<file path="src/rtl/subr8s_serial.sv">
// rtl/subr8s_serial.sv - bit-serial signed subtractor, diff = a - b at WIDTH+1 bits
module subr8s_serial #(
  parameter int WIDTH = 8
) (
  input  logic             clk,
  input  logic             rst,
  input  logic             in_valid,
  output logic             in_ready,
  input  logic [WIDTH-1:0] a,
  input  logic [WIDTH-1:0] b,
  output logic             out_valid,
  input  logic             out_ready,
  output logic [WIDTH:0]   diff,
  output logic             busy
);

  localparam int CW = $clog2(WIDTH + 1);

  typedef enum logic [1:0] {IDLE, BUSY, DONE} state_t;

  state_t           state, state_nx;
  logic [WIDTH-1:0] sh_a, sh_b;
  logic             borrow;
  logic [CW-1:0]    cnt;
  logic             ai, bi, di, borrow_nx, last;

  // Arithmetic right shift leaves the sign bit in position 0 for the extension step.
  assign ai        = sh_a[0];
  assign bi        = sh_b[0];
  assign di        = ai ^ bi ^ borrow;
  assign borrow_nx = (~ai & bi) | (~(ai ^ bi) & borrow);
  assign last      = (cnt == CW'(WIDTH));
  assign in_ready  = (state == IDLE) && !rst;

  always_ff @(posedge clk) begin
    if (rst) begin
      state     <= IDLE;
      out_valid <= 1'b0;
      busy      <= 1'b0;
    end else begin
      state     <= state_nx;
      out_valid <= (state_nx == DONE);
      busy      <= (state_nx == BUSY);
    end
  end

  always_comb begin
    state_nx = state;
    case (state)
      IDLE:    if (in_valid) state_nx = BUSY;
      BUSY:    if (last) state_nx = DONE;
      DONE:    if (out_ready) state_nx = IDLE;
      default: state_nx = IDLE;
    endcase
  end

  always_ff @(posedge clk) begin
    if (rst) begin
      sh_a   <= '0;
      sh_b   <= '0;
      borrow <= 1'b0;
      cnt    <= '0;
      diff   <= '0;
    end else begin
      case (state)
        IDLE: begin
          if (in_valid) begin
            sh_a   <= a;
            sh_b   <= b;
            borrow <= 1'b0;
            cnt    <= '0;
            diff   <= '0;
          end
        end
        BUSY: begin
          diff[cnt] <= di;
          sh_a      <= {sh_a[WIDTH-1], sh_a[WIDTH-1:1]};
          sh_b      <= {sh_b[WIDTH-1], sh_b[WIDTH-1:1]};
          borrow    <= borrow_nx;
          if (!last) cnt <= cnt + CW'(1);
        end
        default: ;
      endcase
    end
  end

endmodule
</file>
<file path="config.mk">
export PLATFORM = sky130hd
export DESIGN_NAME = subr8s_serial
export DESIGN_NICKNAME = d
export VERILOG_FILES = /design/src/rtl/subr8s_serial.sv
export SDC_FILE = /design/constraint.sdc
export NUM_CORES = 1
export LEC_CHECK = 0
export CELL_PAD_IN_SITES_DETAIL_PLACEMENT = 0
export CELL_PAD_IN_SITES_GLOBAL_PLACEMENT = 1
export CORE_MARGIN = 2
export CORE_UTILIZATION = 42
export CTS_CLUSTER_SIZE = 10
export DETAILED_ROUTE_END_ITERATION = 12
export DONT_BUFFER_PORTS = 1
export GPL_TIMING_DRIVEN = 0
export PLACE_DENSITY_LB_ADDON = 0.12
export SYNTH_ARGS = -nofsm -noshare
export SYNTH_HDL_FRONTEND = slang
export SYNTH_SLANG_ARGS = --single-unit
</file>
<file path="constraint.sdc">
create_clock -name clk -period 1.45 [get_ports clk]
set_input_delay 0.145 -clock clk [delete_from_list [all_inputs] [get_ports clk]]
set_output_delay 0.145 -clock clk [all_outputs]
set_load 0.03 [all_outputs]
</file>
== Yosys cells after proc, flatten, opt, wreduce, memory -nomap -nowiden ==
Index checks and enable logic that the tools add are counted.

* Muxes and demuxes: 18
* Reductions and logical operators: 8
* Equal/unequal tests: 7
* Magnitude comparators: 2
* Bitwise operators: 8
* $add $sub $neg: 1

{| class="wikitable"
|+ Operator list
! cell !! number
|-
| $pmux 8 s2 || 2
|-
| $pmux 9 s2 || 1
|-
| $mux 8 || 2
|-
| $bwmux 9 || 1
|-
| $mux 9 || 1
|-
| $mux 4 || 2
|-
| $pmux 4 s2 || 1
|-
| $mux 2 || 3
|-
| $pmux 2 s3 || 1
|-
| $reduce_and 3->1 || 2
|-
| $lt 4x5->1 const B || 1
|-
| $add 4x1->4 const B || 1
|-
| $demux 1 s4 || 1
|-
| $eq 2x1->1 const B || 2
|-
| $eq 2x2->1 const B || 2
|-
| $eq 4x4->1 const B || 1
|-
| $ge 4x1->1 const B || 1
|-
| $ne 2x2->1 const B || 2
|-
| $not 1->1 || 3
|-
| $and 1x1->1 || 2
|-
| $logic_and 1x1->1 || 2
|-
| $logic_not 2->1 || 1
|-
| $mux 1 || 2
|-
| $pmux 1 s2 || 1
|-
| 5 further kinds || 6
|}

* Logic and storage cells: 54
* Register bits after elaboration: 34

== Logic depth before layout (Yosys ltp) ==
Gate-level depths: netlist of the first run.

* Depth after elaboration: 6
* Mapped depth: 5
* Mapped depth without buffers: 5

== Worst setup path after synthesis of the first run ==
OpenSTA, ideal clock, no wires.

* Path kind: register to register
* Start point: register sh_a[0]
* End point: register diff[2]
* Path slack: -86 ps
* Setup time: 71 ps
* Stages on the path, launching flop included: 5
* Data required time: 1379 ps
* Arrival time: 1465 ps
* Cells stage by stage: dfxtp_1 inv_1 fa_1 or4_1 a21oi_1

* Word-level cells in the longest chain between the ends: 4

{| class="wikitable"
|+ RTL lines
! item !! line !! source
|-
| start: declaration || 22 || <nowiki>logic [WIDTH-1:0] sh_a, sh_b;</nowiki>
|-
| start signal: assignment || 77 || <nowiki>sh_a <= {sh_a[WIDTH-1], sh_a[WIDTH-1:1]};</nowiki>
|-
| $xor 1x1->1 (2 in a row) || 30 || <nowiki>assign di = ai ^ bi ^ borrow;</nowiki>
|-
| $bwmux 9 || 76 || <nowiki>diff[cnt] <= di;</nowiki>
|-
| $pmux 9 s2 || 65 || <nowiki>case (state)</nowiki>
|-
| end signal: indexed assignment || 76 ||
|-
| end: declaration || 13 || <nowiki>output logic [WIDTH:0] diff,</nowiki>
|}

No other way between the ends.
A chain may end at the register's enable or synchronous reset.

== Final worst setup path of the first run ==
* Start point: register borrow
* End point: register diff[0]

* Word-level cells in the longest chain between the ends: 3

{| class="wikitable"
|+ RTL lines
! item !! line !! source
|-
| start: declaration || 23 || <nowiki>logic borrow;</nowiki>
|-
| start signal: assignment || 79 || <nowiki>borrow <= borrow_nx;</nowiki>
|-
| $xor 1x1->1 || 30 ||
|-
| $bwmux 9 || 76 ||
|-
| $pmux 9 s2 || 65 ||
|}

No other way between the ends.

==> results of run 1 <==
==> state kept, by name, indices dropped and copies added (netlist names) <==
signal and cells:
cnt 4, busy 1, borrow 1, sh_a 8, out_valid 1, sh_b 8, diff 9, state 2
==> through the flow <==
step	util	worst slack [ns]	setup TNS (ns)
after detailed placement	0.464	-0.170	-1.11
after floorplan	-	0.0198	0
after global placement	0.464	-0.113	-0.773
final	0.521	-0.141	-0.992
after global routing	0.521	-0.194	-1.63
after CTS	0.497	-0.0994	-0.541
==> logic make-up (layout without fill, tap and decap cells) <==
family / after synthesis / count (layout)
buffers and inverters: 17 / 31
muxes: 3 / 3
AOI/OAI and AO/OA: 69 / 69
DFF: 34 / 34
and+or+nand+nor: 34 / 34
adders and majority gates: 5 / 5
==> worst min-delay path by stage <==
| stage | slack [ns] | to | cells after the start | from |
|---|---|---|---|---|
| after detailed placement | 0.31 | sh_a[7]$_SDFFE_PP0P_ | 2 | a[7] |
| final | 0.02 | state[1]$_SDFF_PP0_ | 2 | out_ready |
| after floorplan | 0.29 | sh_a[7]$_SDFFE_PP0P_ | 2 | a[7] |
| after global placement | 0.30 | sh_b[7]$_SDFFE_PP0P_ | 2 | b[7] |
| after global routing | 0.01 | state[1]$_SDFF_PP0_ | 2 | out_ready |
| after CTS | 0.006 | sh_a[3]$_SDFFE_PP0P_ | 2 | a[3] |
==> layout by cell type (no fill, tap or decap), types with 2 or more instances in the layout <==
cell type / n
o311ai_0: 4
dfxtp_1: 29
o22ai_1: 14
a21oi_2: 6
or3_1: 5
buf_6: 3
nand2b_1: 2
a21oi_1: 18
dfxtp_2: 3
or4_1: 3
nor2_1: 5
mux2i_1: 3
inv_1: 3
clkbuf_4: 6
o211ai_1: 5
o21ai_0: 15
buf_4: 2
nand3b_2: 2
nor3_1: 2
inv_2: 3
dlygate4sd3_1: 2
nand3b_1: 2
nand3b_4: 2
nand3_1: 3
clkbuf_1: 6
ha_1: 3
dfxtp_4: 2
clkbuf_2: 2
==> critical path: stages (launching register included) <==
cell	delay [ns]
dfxtp_1	0.38
fa_2	0.45
buf_6	0.14
or4_1	0.42
a21oi_2	0.13
==> per-layer routing <==
metal | global-route usage | routed length, um | up-vias
met5 | 0 | 0 | -
li1 | - | - | 640
met1 | 0.224 | 1570 | 620
met2 | 0.305 | 1830 | 27
met4 | 0.0798 | 29 | 0
met3 | 0.0546 | 184 | 4
==> final cells by class <==
type | instances | share of cell area
Inverter | 6 | 0.0127
Timing Repair Buffer | 6 | 0.0289
Tap cell | 46 | 0.0324
Buffer | 11 | 0.0352
Clock inverter | 1 | 0.00281
Sequential cell | 34 | 0.389
Multi-Input combinational cell | 111 | 0.468
Clock buffer | 7 | 0.0310
==> what timing repair did <==
action / in CTS / in global routing
hold buffers: 2 / 0
hold endpoints to repair: 2 / 0
resized for setup: 10 / 23
pin swaps: 1 / 2
setup endpoints to repair: 11 / 23
buffers inserted: 0 / 4
==> report_power, final <==
group	leakage, nW	switching [mW]	internal (mW)	total (mW)
clock network	0.0353	0.326	0.235	0.561
registers	0.281	0.0395	0.984	1.02
logic	0.327	0.143	0.112	0.256
total	0.644	0.509	1.33	1.84
==> flow_summary.ini, run 1 <==
[clocking]
cts_tree = done
root_buffer = clkbuf_4
cts.path.max_buffers = 2
numCtsBuffers = 5
clkTransAtPathRegs_ns = 0.11
cts_sinks = 34
clk-insertion-delay-late_ns = 0.34
htreeDepth = 2

[yosys]
ys.flop_type = dfxtp_1
yosys-top-cells-area = dfxtp_1 45%, a21oi_1 7.9%, o22ai_1 5.7%, o21ai_0 4.9%, ha_1 3.3%
synth_compound_area_frac = 0.273
synth.avg_cell_area_um2 = 9.42
yosys_warnings = 0
async_flop_share = 0
ys_ff_latch = 34
synthTopCellsByCount = 34 x dfxtp_1, 24 x a21oi_1, 15 x o21ai_0
synth_top_area_share = 0.446
synth_nets = 187
synth_most_common_cell = dfxtp_1
synth_largest_area_cell = dfxtp_1
synth_edf_count = 0
synth_mux_area_frac = 0.0197
postSynthCellCount = 162
yosys.cell_types.count = 35
synthAdderAreaFrac = 0.0459
synthesis.area_mm2 = 0.00153
ys_seq_area_frac = 0.446
synth_xor_area_frac = 0
synth_top_family_by_area = compound AO/OA/AOI/OAI gates
yosys.area_share.simple = 0.163

[cells_and_area]
nFillCells = 330
seqCellArea_um2 = 692
drive_gt1_frac = 0.250
n_antenna_cell = 0
layout.cells.non_filler = 222
synthToLayoutAreaGrowth_pct = 16.5
final_area_mm2 = 0.00178
fin_nets = 200
multiInputGateArea_um2 = 832

[detailed_routing]
wl_um = 3620
first_pass_iters = 4
wire_per_inst_um = 16.3
drc_errors = 0
drtIter0Drc = 97
num_vias = 1291
vias_per_cell = 5.82
ant_nets = 0

[critical_path]
startpoint = borrow$_SDFFE_PP0P_
cp_max_fo = 5
end_kind = flop
r2r_slack_ns = -0.14
regToRegStartpoint = borrow$_SDFFE_PP0P_
required_ns = 1.72
setup.worst_path.class = flop to flop
rr_worst_depth = 4
cp-start-kind = flop
cp-endpoint = diff[0]$_SDFFE_PP0P_
rr_endpoint = diff[0]$_SDFFE_PP0P_
arrival_ns = 1.86

[global_routing]
grt_pass1_wl_um = 5930
grt_max_degree = 11
overflow = 0
grt_pass1_vias = 1284
antenna_found_initial = 0
grt_usage = 0.185

[timing]
worst_pin_slew_ns = 0.597
rsz0062_at_grt = yes
finalCriticalPeriod_ns = 1.59
skew_ns = 0.00456
drv_slew = 0
hold_violations = 0
max_freq_mhz = 629
slew_headroom = 0.602
period_share = 1.10
hold_ws_ns = 0.0170
worst_slack_ns = -0.141
setup_viol = 9

[power]
report.power.total_mw = 1.84
p_leak_nw = 0.644
p_per_area_mw_per_mm2 = 1030
peakVddDrop_mv = 0.648

[die]
start_util = 0.447
fp-row-count = 21
coreArea_mm2 = 0.00342
dieArea_mm2 = 0.00413
die_y_um = 64.3
io_pins = 32
die-width_um = 64.3

[run]
maxCapViolCount = 0

[outcome]
violations = setup timing
outcome = finished with violations

[placed_design]
placed_cells = 208
gp_routability_congestion = 0.738
numPortBuffers = 0
dp_hpwl_um = 2520
placed_area_mm2 = 0.00158

[min_path]
worstHoldPathType = input pin to flop
No activity file was read; power rests on OpenSTA's default activity.
==> run 2: changes to the inputs <==
- REMOVE_ABC_BUFFERS: default -> 1
==> flow_summary.ini, run 2 (synthesized netlist as in run 1, its figures left out) <==
[clocking]
htreeDepth = 2
cts_sinks = 34
root_buffer = clkbuf_4
cts.path.max_buffers = 2
cts_tree = done
clk-insertion-delay-late_ns = 0.34
clkTransAtPathRegs_ns = 0.11
numCtsBuffers = 5

[detailed_routing]
first_pass_iters = 4
drtIter0Drc = 35
drc_errors = 0
ant_nets = 0
wl_um = 3410
wire_per_inst_um = 16.1
num_vias = 1250
vias_per_cell = 5.90

[timing]
slew_headroom = 0.694
skew_ns = 0.00917
period_share = 1.08
drv_slew = 0
hold_ws_ns = -0.149
worst_pin_slew_ns = 0.453
setup_viol = 8
max_freq_mhz = 639
worst_slack_ns = -0.114
hold_violations = 19
finalCriticalPeriod_ns = 1.56
rsz0062_at_grt = yes

[min_path]
worstHoldPathType = input pin to flop

[die]
io_pins = 32
start_util = 0.447
die_y_um = 64.3
coreArea_mm2 = 0.00342
dieArea_mm2 = 0.00413
die-width_um = 64.3
fp-row-count = 21

[critical_path]
cp_max_fo = 4
required_ns = 1.73
end_kind = flop
setup.worst_path.class = flop to flop
cp-start-kind = flop
arrival_ns = 1.85
cpLargestDelayFamily = adder cells
path_buf_inv = 1
cpMaxStageDelayCell = fa_2
path_cells = fa_2 -> buf_4 -> or3_1 -> a21oi_2
max_stage_delay_ns = 0.50

[cells_and_area]
layout_common_cells = 27 x dfxtp_1, 19 x a21oi_1, 15 x o21ai_0
largest_reg_flops = 9
n_antenna_cell = 0
drive_gt1_frac = 0.259
final_common_cell = dfxtp_1
nFillCells = 336
regMostFlops = diff
fin_nets = 190
final_area_mm2 = 0.00172
synthToLayoutAreaGrowth_pct = 12.9
reg_top3 = diff: 9 flops, sh_a: 8 flops, sh_b: 8 flops

[global_routing]
overflow = 0
grt_usage = 0.173
grt_pass1_vias = 1170
antenna_found_initial = 0
grt_pass1_wl_um = 5510
grt_max_degree = 22

[power]
report.power.total_mw = 1.80
p_per_area_mw_per_mm2 = 1040
p_leak_nw = 0.620
peakVddDrop_mv = 0.693

[run]
maxCapViolCount = 0

[outcome]
violations = hold timing, setup timing
outcome = finished with violations

[placed_design]
dp_hpwl_um = 2220
numPortBuffers = 0
placed_area_mm2 = 0.00153
gp_routability_congestion = 0.689
==> run 2: cell count changes in the layout (fill, tap and decap cells not counted), sizes merged <==
cell,before,now
clkbuf,15,7
clkinvlp,0,1
dlygate4sd3,2,0
inv,6,5
==> run 2: final timing paths <==
| path | from | endpoint | slack, ns | cells after the start |
|---|---|---|---|---|
| max | borrow$_SDFFE_PP0P_ | diff[8]$_SDFFE_PP0P_ | -0.11 | 4 |
| max reg2reg | borrow$_SDFFE_PP0P_ | diff[8]$_SDFFE_PP0P_ | -0.11 | 4 |
| min | rst | diff[8]$_SDFFE_PP0P_ | -0.15 | 1 |
| min reg2reg | cnt[1]$_SDFFE_PP0P_ | cnt[1]$_SDFFE_PP0P_ | 0.51 | 2 |
==> run 2: area by class of cell <==
cell class | count | area [um^2] | share of cell area
timing repair buffer | 7 | 56.3 | 0.0327
multi-input combinational | 111 | 828 | 0.481
tap | 46 | 57.6 | 0.0334
clock buffer | 7 | 55.1 | 0.0320
clock inverter | 1 | 5.00 | 0.00290
sequential | 34 | 694 | 0.403
inverter | 6 | 26.3 | 0.0153
==> run 2: through the flow <==
stage                     hold WS [ns]  TNS [ns]  cells  utilization  setup slack [ns]
after floorplan                  0.214    -0.339    151            -           -0.0849
after CTS                       -0.151    -0.805    207        0.474            -0.122
after detailed placement         0.218     -4.02    197        0.447            -0.274
after global placement           0.217     -3.14    197        0.447            -0.230
final                           -0.149    -0.713    212        0.504            -0.114
after global routing            -0.168     -1.23    212        0.504            -0.164
==> run 2: power by group <==
part	switching [mW]	internal, mW
Sequential	0.0472	0.985
Clock	0.312	0.235
Combinational	0.117	0.0992
==> run 2: layer usage <==
layer  track usage  wire length [um]  share of wire  up-vias
li1              -                 -              -      623
met1         0.200              1480           0.43      597
met2         0.298              1720           0.50       25
met3        0.0651               172          0.050        5
met4        0.0479                43          0.013        0
met5             0                 0              0        -
==> run 2: worst reg2reg max path, delay by kind of cell (launching register included) <==
| family | cells | cell delay [ns] |
|---|---|---|
| flip-flops | 1 | 0.34 |
| AO/OA/AOI/OAI | 1 | 0.12 |
| adder cells (fa/ha/maj) | 1 | 0.50 |
| AND/OR/NAND/NOR | 1 | 0.39 |
| buffers and inverters | 1 | 0.17 |
==> run 2: what timing repair did <==
| item | 4_1_cts | 5_1_grt |
|---|---|---|
| endpoints found under the setup margin | 26 | 14 |
| pin swaps | 6 | 2 |
| endpoints found under the hold margin | 19 | 19 |
| buffers inserted | 2 | 5 |
| resized for setup | 11 | 19 |
==> run 3: changes to the inputs <==
- ABC_AREA: default -> 1
- CORE_UTILIZATION: 42 -> 40
==> flow_summary.ini, run 3 <==
[outcome]
outcome = completed

[timing]
rsz0062_at_grt = yes
setup_viol = 0
period_share = 0.977
hold_violations = 0
final.setup.tns_ns = 0
max_freq_mhz = 706
hold_ws_ns = 0.0203
worst_slack_ns = 0.0328
finalCriticalPeriod_ns = 1.42
drv_slew = 0
slew_headroom = 0.522
skew_ns = 0.00502
worst_pin_slew_ns = 0.715

[clocking]
root_buffer = clkbuf_8
clkTransAtPathRegs_ns = 0.07
htreeDepth = 2
cts.path.max_buffers = 2
cts_sinks = 34
clk-insertion-delay-late_ns = 0.29
numCtsBuffers = 5
cts_tree = done

[yosys]
yosys-top-cells-area = dfxtp_1 42%, nand2_1 9.0%, a21oi_1 8.3%, nand3_1 4.6%, o21ai_1 4.6%
ys.flop_type = dfxtp_1
ys_seq_area_frac = 0.420
synthesis.area_mm2 = 0.00162
synth_edf_count = 0
yosys_warnings = 0
synth.avg_cell_area_um2 = 7.72
synthTopCellsByCount = 39 x nand2_1, 34 x dfxtp_1, 27 x a21oi_1
async_flop_share = 0
ys_ff_latch = 34
synth_largest_area_cell = dfxtp_1
synth_top_area_share = 0.420
synth_most_common_cell = nand2_1
postSynthCellCount = 210
yosys.cell_types.count = 26

[min_path]
hold_start = a[3]
worstHoldPathType = input pin to flop

[detailed_routing]
drtIter0Drc = 32
wl_um = 3640
drc_errors = 0
num_vias = 1386
first_pass_iters = 4
wire_per_inst_um = 13.9
vias_per_cell = 5.29
ant_nets = 0

[die]
die-width_um = 67.7
die_y_um = 67.7
io_pins = 32
dieArea_mm2 = 0.00458
fp-row-count = 23
coreArea_mm2 = 0.00394
start_util = 0.411

[critical_path]
cp-start-kind = flop
regToRegStartpoint = borrow$_SDFFE_PP0P_
arrival_ns = 1.63
end_kind = flop
startpoint = borrow$_SDFFE_PP0P_
required_ns = 1.66
cp_max_fo = 5
setup.worst_path.class = flop to flop

[global_routing]
grt_usage = 0.181
antenna_found_initial = 0
grt_pass1_wl_um = 6130
grt_pass1_vias = 1384
grt_max_degree = 36
overflow = 0

[placed_design]
dp_slack_ns = -0.228
placed_cells = 249
numPortBuffers = 0
dp_hpwl_um = 2290
gp_routability_congestion = 0.664

[cells_and_area]
synthToLayoutAreaGrowth_pct = 13.0
regMostFlops = diff
reg_top3 = diff: 9 flops, sh_a: 8 flops, sh_b: 8 flops
drive_gt1_frac = 0.226
largest_reg_flops = 9
fin_nets = 236
layout_common_cells = 39 x nand2_1, 27 x a21oi_1, 27 x dfxtp_1
final_common_cell = nand2_1
layout.cells.non_filler = 262
n_antenna_cell = 0

[power]
p_per_area_mw_per_mm2 = 1190
peakVddDrop_mv = 0.550
p_leak_nw = 0.659

[run]
maxCapViolCount = 0
run 3: cell types whose count changed in the layout (fill, tap and decap cells not counted), moves of 6 or more:
cell	delta
a21oi_1	+8
clkbuf_8	+7
nand2_1	+39
nand3_1	+12
o21ai_1	+15
o22ai_1	-14
or2_2	+6
run 3: per-layer routing:
metal / track usage / up-vias / share of wire
li1: - / 713 / -
met1: 0.202 / 639 / 0.45
met2: 0.324 / 28 / 0.49
met3: 0.0500 / 6 / 0.042
met4: 0.0689 / 0 / 0.014
met5: 0 / - / 0
run 3: worst max-delay path, cell delays in order, from the launching register on:
cell and delay [ns]:
dfxtp_2 0.34, fa_2 0.53, nor2_4 0.20, nand4_1 0.12, a21oi_1 0.15
run 3: logic make-up (layout without fill, tap and decap cells):
family,count (synthesis),count (layout),share of synthesized area
AND/OR/NAND/NOR,89,90,0.272
adder cells (fa/ha/maj),5,5,0.0432
buffers and inverters,22,23,0.0702
flip-flops,34,34,0.420
AO/OA/AOI/OAI,60,60,0.195
run 3: timing repair:
action | 4_1_cts | 5_1_grt
cloned | 2 | 0
pin swaps | 2 | 5
endpoints found under the hold margin | 16 | 0
buffers inserted | 1 | 1
setup endpoints to repair | 28 | 19
resized for setup | 7 | 14
hold buffers | 1 | 0
run 3: layout make-up:
cell class,instances,area [um^2]
Clock buffer,8,110
Sequential cell,34,692
Fill cell,399,2110
Tap cell,50,62.6
Multi-Input combinational cell,155,877
Inverter,11,45.0
Timing Repair Buffer,3,37.5
Timing Repair inverter,1,7.51
run 3: per-stage QoR:
stage	total power, mW	cell area [um^2]	util
after floorplan	1.25	1550	-
after global placement	1.30	1610	0.409
after detailed placement	1.31	1610	0.409
after CTS	2.18	1790	0.454
after global routing	2.29	1830	0.465
final	2.18	1830	0.465
run 3: report_power, final:
group          switching, mW  internal [mW]  leakage (nW)
clock                  0.355          0.480        0.0575
sequential            0.0484          0.989         0.282
combinational          0.188          0.121         0.320
total                  0.592           1.59         0.659
run 3: worst paths after layout:
path	end	slack [ns]	cells after the start
max	diff[8]$_SDFFE_PP0P_	0.03	4
min	sh_a[3]$_SDFFE_PP0P_	0.02	2
max reg2reg	diff[8]$_SDFFE_PP0P_	0.03	4
min reg2reg	sh_a[7]$_SDFFE_PP0P_	0.46	2
